**src/rtl/card_dp_pkg.sv**
```systemverilog
// Shared opcodes, FSM states and width helpers for the Big-2 hand datapath.
package card_dp_pkg;

  typedef enum logic [2:0] {
    OP_NOP       = 3'd0,
    OP_LOAD      = 3'd1,
    OP_COMPARE   = 3'd2,
    OP_SEARCH    = 3'd3,
    OP_PLAY      = 3'd4,
    OP_CLEAR_TOP = 3'd5,
    OP_PASS      = 3'd6,
    OP_RSVD      = 3'd7
  } op_e;

  typedef enum logic [1:0] {
    ST_IDLE = 2'd0,
    ST_SCAN = 2'd1,
    ST_FIN  = 2'd2
  } state_e;

  localparam int unsigned EMPTY_CARD = 0;

  // Index width that never collapses to zero bits.
  function automatic int unsigned idx_width(input int unsigned n);
    return (n < 2) ? 1 : $clog2(n);
  endfunction

  function automatic int unsigned count_width(input int unsigned n);
    return $clog2(n + 1);
  endfunction

endpackage

```
**src/rtl/card_hand_dp_min_above.sv**
```systemverilog
// One SCAN step: folds a single slot into the running "smallest card above top".
module card_min_above
  import card_dp_pkg::*;
#(
  parameter int unsigned CARD_W = 6,
  parameter int unsigned SLOT_W = 2
) (
  input  logic [CARD_W-1:0] card,
  input  logic [CARD_W-1:0] top,
  input  logic              best_valid,
  input  logic [CARD_W-1:0] best_card,
  input  logic [SLOT_W-1:0] best_slot,
  input  logic [SLOT_W-1:0] slot,
  output logic              next_valid,
  output logic [CARD_W-1:0] next_card,
  output logic [SLOT_W-1:0] next_slot
);

  logic beats;
  logic take;

  // Strict less-than keeps the earlier (lower) slot on ties, as slots scan upward.
  always_comb begin
    beats      = (card != CARD_W'(EMPTY_CARD)) && (card > top);
    take       = beats && (!best_valid || (card < best_card));
    next_valid = best_valid || beats;
    next_card  = take ? card : best_card;
    next_slot  = take ? slot : best_slot;
  end

endmodule

```
**src/rtl/card_hand_dp.sv**
```systemverilog
// Big-2 hand datapath: hands, counts, top card, smallest-beater search, winner.
// Optional CARD_DP_PASS_TRACK_EN: consecutive PASS counting clears the top card.
module card_hand_dp
  import card_dp_pkg::*;
#(
  parameter  int unsigned NUM_PLAYERS = 2,
  parameter  int unsigned HAND_SIZE   = 4,
  parameter  int unsigned CARD_W      = 6,
  localparam int unsigned PID_W       = idx_width(NUM_PLAYERS),
  localparam int unsigned SLOT_W      = idx_width(HAND_SIZE),
  localparam int unsigned CNT_W       = count_width(HAND_SIZE),
  localparam int unsigned HAND_W      = NUM_PLAYERS * HAND_SIZE * CARD_W
) (
  input  logic                         clka,
  input  logic                         RESTART,
  input  logic                         cmd_valid,
  input  logic [2:0]                   cmd_op,
  input  logic [PID_W-1:0]             cmd_player,
  input  logic [SLOT_W-1:0]            cmd_slot,
  input  logic [HAND_W-1:0]            load_cards,
  output logic                         cmd_ready,
  output logic                         done,
  output logic                         is_larger,
  output logic                         found,
  output logic [SLOT_W-1:0]            found_slot,
  output logic [CARD_W-1:0]            top_card,
  output logic [PID_W-1:0]             top_owner,
  output logic [HAND_W-1:0]            hand_cards,
  output logic [NUM_PLAYERS*CNT_W-1:0] hand_count,
  output logic                         winner_valid,
  output logic [PID_W-1:0]             winner_id
);

  state_e state_q, state_d;
  op_e    op;

  logic [CARD_W-1:0] hand_q   [NUM_PLAYERS][HAND_SIZE];
  logic [CNT_W-1:0]  count_q  [NUM_PLAYERS];
  logic [CNT_W-1:0]  load_cnt [NUM_PLAYERS];

  logic [PID_W-1:0]  scan_player;
  logic [SLOT_W-1:0] scan_idx;
  logic              best_valid;
  logic [CARD_W-1:0] best_card;
  logic [SLOT_W-1:0] best_slot;
  logic [CARD_W-1:0] scan_card;
  logic              step_valid;
  logic [CARD_W-1:0] step_card;
  logic [SLOT_W-1:0] step_slot;
  logic              scan_last;

  logic              accept;
  logic              player_ok;
  logic              slot_ok;
  logic              act;
  logic [CARD_W-1:0] sel_card;
  logic [CNT_W-1:0]  sel_count;
  logic              beats;

`ifdef CARD_DP_PASS_TRACK_EN
  localparam int unsigned PCNT_W = PID_W + 1;
  logic [PCNT_W-1:0] pass_cnt;
`endif

  assign op        = op_e'(cmd_op);
  assign cmd_ready = (state_q == ST_IDLE);
  assign done      = (state_q == ST_FIN);
  assign accept    = cmd_valid && cmd_ready;
  assign player_ok = {1'b0, cmd_player} < (PID_W + 1)'(NUM_PLAYERS);
  assign slot_ok   = {1'b0, cmd_slot} < (SLOT_W + 1)'(HAND_SIZE);
  // Once someone has won, only LOAD may touch state.
  assign act       = player_ok && (!winner_valid || (op == OP_LOAD));
  assign scan_last = (scan_idx == SLOT_W'(HAND_SIZE - 1));

  always_comb begin
    sel_card  = '0;
    sel_count = '0;
    if (player_ok) begin
      sel_count = count_q[cmd_player];
      if (slot_ok) sel_card = hand_q[cmd_player][cmd_slot];
    end
    beats = (sel_card != CARD_W'(EMPTY_CARD)) && (sel_card > top_card);
  end

  always_comb begin
    for (int unsigned p = 0; p < NUM_PLAYERS; p++) begin
      load_cnt[p] = '0;
      for (int unsigned s = 0; s < HAND_SIZE; s++) begin
        if (load_cards[(p*HAND_SIZE+s)*CARD_W +: CARD_W] != CARD_W'(EMPTY_CARD))
          load_cnt[p] = load_cnt[p] + CNT_W'(1);
      end
    end
  end

  always_comb begin
    hand_cards = '0;
    hand_count = '0;
    for (int unsigned p = 0; p < NUM_PLAYERS; p++) begin
      hand_count[p*CNT_W +: CNT_W] = count_q[p];
      for (int unsigned s = 0; s < HAND_SIZE; s++)
        hand_cards[(p*HAND_SIZE+s)*CARD_W +: CARD_W] = hand_q[p][s];
    end
  end

  assign scan_card = hand_q[scan_player][scan_idx];

  card_min_above #(
    .CARD_W (CARD_W),
    .SLOT_W (SLOT_W)
  ) u_min_above (
    .card       (scan_card),
    .top        (top_card),
    .best_valid (best_valid),
    .best_card  (best_card),
    .best_slot  (best_slot),
    .slot       (scan_idx),
    .next_valid (step_valid),
    .next_card  (step_card),
    .next_slot  (step_slot)
  );

  always_comb begin
    state_d = state_q;
    case (state_q)
      ST_IDLE: begin
        if (accept)
          state_d = (act && (op == OP_SEARCH)) ? ST_SCAN : ST_FIN;
      end
      ST_SCAN: if (scan_last) state_d = ST_FIN;
      ST_FIN:  state_d = ST_IDLE;
      default: state_d = ST_IDLE;
    endcase
  end

  always_ff @(posedge clka or posedge RESTART) begin
    if (RESTART) begin
      state_q <= ST_IDLE;
    end else begin
      state_q <= state_d;
    end
  end

  always_ff @(posedge clka or posedge RESTART) begin
    if (RESTART) begin
      for (int unsigned p = 0; p < NUM_PLAYERS; p++) begin
        count_q[p] <= '0;
        for (int unsigned s = 0; s < HAND_SIZE; s++) hand_q[p][s] <= '0;
      end
      top_card     <= '0;
      top_owner    <= '0;
      is_larger    <= 1'b0;
      found        <= 1'b0;
      found_slot   <= '0;
      winner_valid <= 1'b0;
      winner_id    <= '0;
      scan_player  <= '0;
      scan_idx     <= '0;
      best_valid   <= 1'b0;
      best_card    <= '0;
      best_slot    <= '0;
`ifdef CARD_DP_PASS_TRACK_EN
      pass_cnt     <= '0;
`endif
    end else begin
      case (state_q)
        ST_IDLE: begin
          if (accept && act) begin
            case (op)
              OP_LOAD: begin
                for (int unsigned p = 0; p < NUM_PLAYERS; p++) begin
                  count_q[p] <= load_cnt[p];
                  for (int unsigned s = 0; s < HAND_SIZE; s++)
                    hand_q[p][s] <= load_cards[(p*HAND_SIZE+s)*CARD_W +: CARD_W];
                end
                top_card     <= '0;
                top_owner    <= '0;
                winner_valid <= 1'b0;
                winner_id    <= '0;
                is_larger    <= 1'b0;
                found        <= 1'b0;
                found_slot   <= '0;
`ifdef CARD_DP_PASS_TRACK_EN
                pass_cnt     <= '0;
`endif
              end
              OP_COMPARE: is_larger <= beats;
              OP_SEARCH: begin
                scan_player <= cmd_player;
                scan_idx    <= '0;
                best_valid  <= 1'b0;
                best_card   <= '0;
                best_slot   <= '0;
              end
              OP_PLAY: begin
                is_larger <= beats;
                if (beats) begin
                  top_card                   <= sel_card;
                  top_owner                  <= cmd_player;
                  hand_q[cmd_player][cmd_slot] <= '0;
                  count_q[cmd_player]        <= sel_count - CNT_W'(1);
                  if (sel_count == CNT_W'(1)) begin
                    winner_valid <= 1'b1;
                    winner_id    <= cmd_player;
                  end
`ifdef CARD_DP_PASS_TRACK_EN
                  pass_cnt <= '0;
`endif
                end
              end
              OP_CLEAR_TOP: begin
                top_card  <= '0;
                top_owner <= '0;
`ifdef CARD_DP_PASS_TRACK_EN
                pass_cnt  <= '0;
`endif
              end
`ifdef CARD_DP_PASS_TRACK_EN
              // Everyone else passed: the round is won and the table is cleared.
              OP_PASS: begin
                if (pass_cnt + PCNT_W'(1) == PCNT_W'(NUM_PLAYERS - 1)) begin
                  top_card  <= '0;
                  top_owner <= '0;
                  pass_cnt  <= '0;
                end else begin
                  pass_cnt <= pass_cnt + PCNT_W'(1);
                end
              end
`endif
              default: ;
            endcase
          end
        end
        ST_SCAN: begin
          best_valid <= step_valid;
          best_card  <= step_card;
          best_slot  <= step_slot;
          scan_idx   <= scan_idx + SLOT_W'(1);
          if (scan_last) begin
            found      <= step_valid;
            found_slot <= step_valid ? step_slot : '0;
          end
        end
        default: ;
      endcase
    end
  end

endmodule

```
**config.mk**
```make
export PLATFORM = sky130hd
export DESIGN_NAME = card_hand_dp
export DESIGN_NICKNAME = d
export VERILOG_FILES = /design/src/rtl/card_dp_pkg.sv /design/src/rtl/card_hand_dp_min_above.sv /design/src/rtl/card_hand_dp.sv
export SDC_FILE = /design/constraint.sdc
export NUM_CORES = 1
export LEC_CHECK = 0
export CAP_MARGIN = 5
export CORE_ASPECT_RATIO = 0.7
export CORE_MARGIN = 4
export CORE_UTILIZATION = 56
export DETAILED_ROUTE_END_ITERATION = 8
export PLACE_DENSITY = 0.95
export SLEW_MARGIN = 30
export SYNTH_ARGS = -nofsm -noshare
export SYNTH_HDL_FRONTEND = slang
export SYNTH_HIERARCHICAL = 1
export SYNTH_SLANG_ARGS = --single-unit
```
**constraint.sdc**
```tcl
create_clock -name clka -period 5.4 [get_ports clka]
set_input_delay 1.35 -clock clka [delete_from_list [all_inputs] [get_ports clka]]
set_output_delay 1.35 -clock clka [all_outputs]
set_load 0.01 [all_outputs]
```
==> flow_metrics.tcl <==
set metrics [dict create \
    crit_path_start_kind "input port" \
    finalSetupViolCount 0 \
    start_util_pct 58.2 \
    final_layout_size_suffix_gt1_share_pct 18.5 \
    dieArea_um2 11900 \
    hp-start "best_slot[0]" \
    hold_path.class "flop to flop" \
    max_freq_mhz 210 \
    ys_top_cells_by_count "dfrtp_1 (81), inv_1 (81), a22oi_1 (48), o21ai_2 (46), nor2_1 (30)" \
    antenna_cells 0 \
    cts_tree "yes" \
    fin_nets 763 \
    worstMarginPinSlew_ps 840 \
    grt_first_pass_wirelength_um 28100 \
    cellPowerDensity_nw_per_um2 606 \
    core_um2 9800 \
    hold_depth 1 \
    wl_met3_um 1780 \
    synth_nets 642 \
    timing.hold.ws_ps 508 \
    grt_pass1_vias 5328 \
    yosysWarnings 6 \
    path_class "input port to flop" \
    port_buffers 125 \
    antenna_found_initial 0 \
    vias 5165 \
    clk_pin_slew_ps 60 \
    row_count 30 \
    maxCapViolations 0 \
    viasPerCell 6.35 \
    required_ps 5610 \
    synth_ff_type "dfrtp_1" \
    leakage_nw 3.18 \
    finalWirelength_um 17000 \
    finalMaxSlewViolations 0 \
    grt_max_degree 42 \
    synth_area_um2 5700 \
    cts_resized 0 \
    syn_area_per_cell_um2 10.2 \
    cp.arrival_ps 4980 \
    seq_area_frac_synth_pct 35.5 \
    status "complete, no violations" \
    rsz0062_at_grt "false" \
    grt_usage_pct 29.8 \
    drc_errors 0 \
    postRouteAntennaNets 0 \
    cts_sinks 81 \
    highest_layer "met4" \
    r2r-end "best_slot[1]" \
    tns_ps 0 \
    cts_buffers 9 \
    finalHoldViolCount 0 \
    yosysTopAreaCellShare_pct 35.5 \
    fp.dieW_um 129 \
    wl_met1_um 6870 \
    ir_drop_mv 0.312 \
    syn2layout_area_growth_pct 29.1 \
    htreeDepth 3 \
    synth_cells 559 \
    post-cts-setup-buffers 0 \
    synth_seq_cells 81 \
    clk_path_buf_depth 2 \
    drt_iter0_markers 477 \
    post-synth-top-area-cell "dfrtp_1" \
    grt_overflow 0 \
    period_minus_slack_ps 4770 \
    crit_fanout 17 \
    ff2ff_setup_slack_ps 1480 \
    dr_wl_met2_um 7980 \
    r2r_start "scan_idx[0]" \
    whs_endpoint "best_slot[0]" \
    avgRoutedWirePerCell_um 20.9 \
    synth-edff-count 0 \
    relSlewSlack_pct 43.8 \
    dp_hpwl_um 13200 \
    first_pass_iters 5 \
    clock_latency_ps 350 \
    finClkSkew_ps 10.3 \
    boundaryPins 126 \
    min_period_over_period_pct 88.2 \
    fillers 655 \
    holdBufCountCts 0 \
    gp_congestion 0.958 \
    die_h_um 92.4 \
    synth.distinct_cells 71 \
    cts_root_buffer "clkbuf_16" \
    end_kind "flop" \
    async_reset_ff_share_pct 100 \
    r2r_cells 9 \
    synth_area_leaders "dfrtp_1 (36%), mux4_2 (8.7%), o21ai_2 (7.1%)" \
]
## state kept, by name, summed over array words and instances, names as in the netlist
register	flops
hand_cards	48
top_card	6
best_card	6
found	1
best_valid	1
scan_player	1
state_q	2
winner_valid	1
best_slot	2
scan_idx	2
is_larger	1
hand_count	6
winner_id	1
top_owner	1
found_slot	2
## critical path: stages
cell             delay, ps
clkdlybuf4s50_1        850
mux4_2                 600
mux2i_1                350
inv_1                   90
ha_1                   300
nand4_1                100
a21oi_1                130
o32a_1                 240
o21ai_4                130
o21ai_4                470
buf_12                 250
o21ai_0                100
## metal layers
| metal | vias to the layer above | track usage, % |
|---|---|---|
| met5 | - | 0 |
| met3 | 40 | 9.11 |
| met2 | 311 | 47.1 |
| met1 | 2528 | 40.2 |
| li1 | 2286 | - |
| met4 | 0 | 7.60 |
## per-stage QoR
step | instances | util, % | instance area (um2) | setup WS [ps] | total power (W)
finish | 813 | 75.1 | 7360 | 635 | 0.00446
global route | 813 | 75.1 | 7360 | 334 | 0.00473
CTS | 813 | 75.1 | 7350 | 597 | 0.00443
detailed placement | 797 | 72.3 | 7080 | 257 | 0.00384
global placement | 797 | 72.3 | 7080 | 344 | 0.00371
floorplan | 559 | - | 5700 | 1410 | 0.00282
## final cells by class
type,count,area [um2],area share (%)
Clock buffer,11,233,3.16
Inverter,83,313,4.25
Clock inverter,5,40.0,0.544
Tap cell,128,160,2.18
Multi-Input combinational cell,368,3220,43.8
Sequential cell,81,2030,27.5
Timing Repair Buffer,137,1370,18.6
## placed cells by master (no fill, tap or decap), types with 10 or more instances in the layout
cell	Yosys	routed
dfrtp_1	81	81
clkdlybuf4s50_1	0	125
nor2_1	30	29
mux2i_1	12	12
a21oi_1	12	12
ha_1	26	26
buf_4	0	10
nand2_1	25	25
inv_1	81	80
a22o_1	11	11
mux4_2	22	22
a22oi_1	48	48
o21ai_0	17	17
o21ai_2	46	46
## kinds of logic (layout without fill, tap and decap cells)
logic type / after synthesis / count (layout) / synth area share, %
buffers and inverters: 110 / 236 / 8.14
muxes: 51 / 51 / 15.3
AOI/OAI and AO/OA: 173 / 173 / 24.1
and+or+nand+nor: 111 / 111 / 10.2
adders and majority gates: 26 / 26 / 5.70
xor gates and xnor gates: 7 / 7 / 1.07
DFF: 81 / 81 / 35.5
## power by group
group / switching, W / internal [W] / leakage, nW / total, W
Sequential: 0.000431 / 0.000887 / 0.955 / 0.00132
Clock: 0.000261 / 0.000314 / 0.122 / 0.000576
Combinational: 0.00116 / 0.00141 / 2.10 / 0.00257
Total: 0.00185 / 0.00261 / 3.18 / 0.00446
## worst max-delay path by stage
stage	cells after the start	slack [ps]	to	from
2_1_floorplan	12	1410	top_card[4]	cmd_slot[0]
3_3_place_gp	12	340	hand_cards[9]	cmd_slot[0]
3_5_place_dp	13	260	hand_cards[9]	cmd_slot[0]
4_1_cts	13	600	hand_cards[9]	cmd_slot[0]
5_1_grt	12	330	hand_cards[9]	cmd_slot[0]
6_report	12	630	hand_cards[9]	cmd_slot[0]
(Power assumes the default switching activity.)
==> patch, RTL diff (config.mk and constraints unchanged) <==
Set the parameter `NUM_PLAYERS` to 4 (it was 2).
--- a/src/rtl/card_hand_dp.sv
+++ b/src/rtl/card_hand_dp.sv
@@ -4,5 +4,5 @@
   import card_dp_pkg::*;
 #(
-  parameter  int unsigned NUM_PLAYERS = 2,
+  parameter  int unsigned NUM_PLAYERS = 4,
   parameter  int unsigned HAND_SIZE   = 4,
   parameter  int unsigned CARD_W      = 6,
Interface: changed (6 resized); port bits go from 126 to 231. No check against the original RTL was run, so the function may have changed too.
==> patch against the unedited design <==
  * Final area up 58%
  * Count of clock-buffer cells in the layout rose by 7
  * Sequential cell count grew 57
  * Critical path type unchanged
  * Area after synthesis is 49% higher
  * Total power grew 57%
  * Largest cell class unchanged
  * Worst setup slack lost 0.29 ns
  * Sequential power up 61%
  * Global-route usage grew 7.4 points
  * Wire length up 88%
  * Sequential share of layout area rose by 2.2 points
==> patch: results (changes against the unedited design) <==
slew at the pin closest to its max-slew limit=0.903 ns (+0.0633 ns); HPWL Detailed=23,700 um (+80%); Worst R2R End=found_slot[1]; multi-input gates=486 (+32%); share of layout cells above drive strength 1=16.1% (-2.4 points); critical path endpoint=hand_count[8]; Routability Congestion=0.971 (+1.3%); grt met3 use=13.3% (+4.2 points); bufs w/o clock=245 (+79%); Register Area=3450 sq um (+70%); clkbuf count=18 (+7); Clock Latency Late Sink=0.44 ns (+0.09 ns); max reg flops=96 (+100%); Crit Path Max Fanout=35 (+18); largest stage delay on the critical path=0.58 ns (-0.27 ns); largest net degree at the start of global routing=84 (+100%); Synth cell types=62 (-13%); synth top area cells=dfrtp_1, mux4_2, a22o_1; area of the core=14,800 sq um (+51%); synthesis-to-finish area growth=36.4%; status=complete, no violations; initial antenna violation count=1 (+1); Hold WS=0.509 ns (+0.00153 ns); syn_nets=845 (+32%); min-delay src=best_slot[1]; area of the multi-input gates=4700 sq um (+46%); leak pwr=0.00500 uW (+57%); grt met2 use=56.2% (+9.1 points); Via-to-Cell Ratio=7.11 (+12%); DR top layer=met5; DP Worst Slack=0.0329 ns (-0.224 ns); clk tree area frac=4.96% (+1.3 points); met2 WL=14,400 um (+81%); met1 usage in global routing=48.3% (+8.1 points); Critical path origin=cmd_player[1]; total track usage=37.2% (+7.4 points); Port Buf Inserts=230 (+84%); via count=8,090 (+57%); R2R Setup Slk=1.22 ns (-0.26 ns); crit path DAT=5.36 ns (+0.38 ns); Num CTS Buffers=17 (+8); non-clk buf share=21.2% (+2.7 points); origin of the critical flop-to-flop path=scan_player[1]; vias in the first global route=8,340 (+57%); cells after synthesis=707 (+26%); synth cell count leaders=dfrtp_1, a22o_1, mux4_2; hold path endpoint=best_slot[1]; Placed Cells=1,106 (+39%); Non-clk invs=42 (-49%); fillcell total=800 (+22%); Avg WL per Cell=28.1 um (+34%); Pre-Repair DR Iteration Count=6 (+1); htree depth=4 (+1); met3 wire len=4640 um (+160%)
[patch: worst register-to-register path, stage by stage, from the launching register on]
cell and delay, ns:
dfrtp_1 0.74, buf_4 0.39, mux4_2 0.57, mux4_2 0.56, ha_1 0.35, and4_4 0.20, a32o_2 0.28, a31oi_4 0.19
o211ai_4 0.21, mux2_4 0.36, nand4_1 0.09, o21ai_0 0.10
[patch: cells by family (layout without fill, tap and decap cells)]
family                   Yosys count  count (layout)  synth area share [%]
AO/OA/AOI/OAI                    215             215                  22.0
XOR/XNOR                          14              14                  1.44
adder cells (fa/ha/maj)           32              32                  4.71
buffers and inverters             83             319                  4.30
flip-flops                       138             138                  40.6
multiplexers                      78              78                  18.1
AND/OR/NAND/NOR                  147             147                  8.74
[patch: power by group through the flow]
stage	registers (uW)	logic, uW	clock network, uW
after floorplan	1960	2080	0
after global placement	2020	3470	0
after detailed placement	2060	3600	0
after CTS	2070	3650	1150
after global routing	2160	3890	1200
final	2130	3710	1150
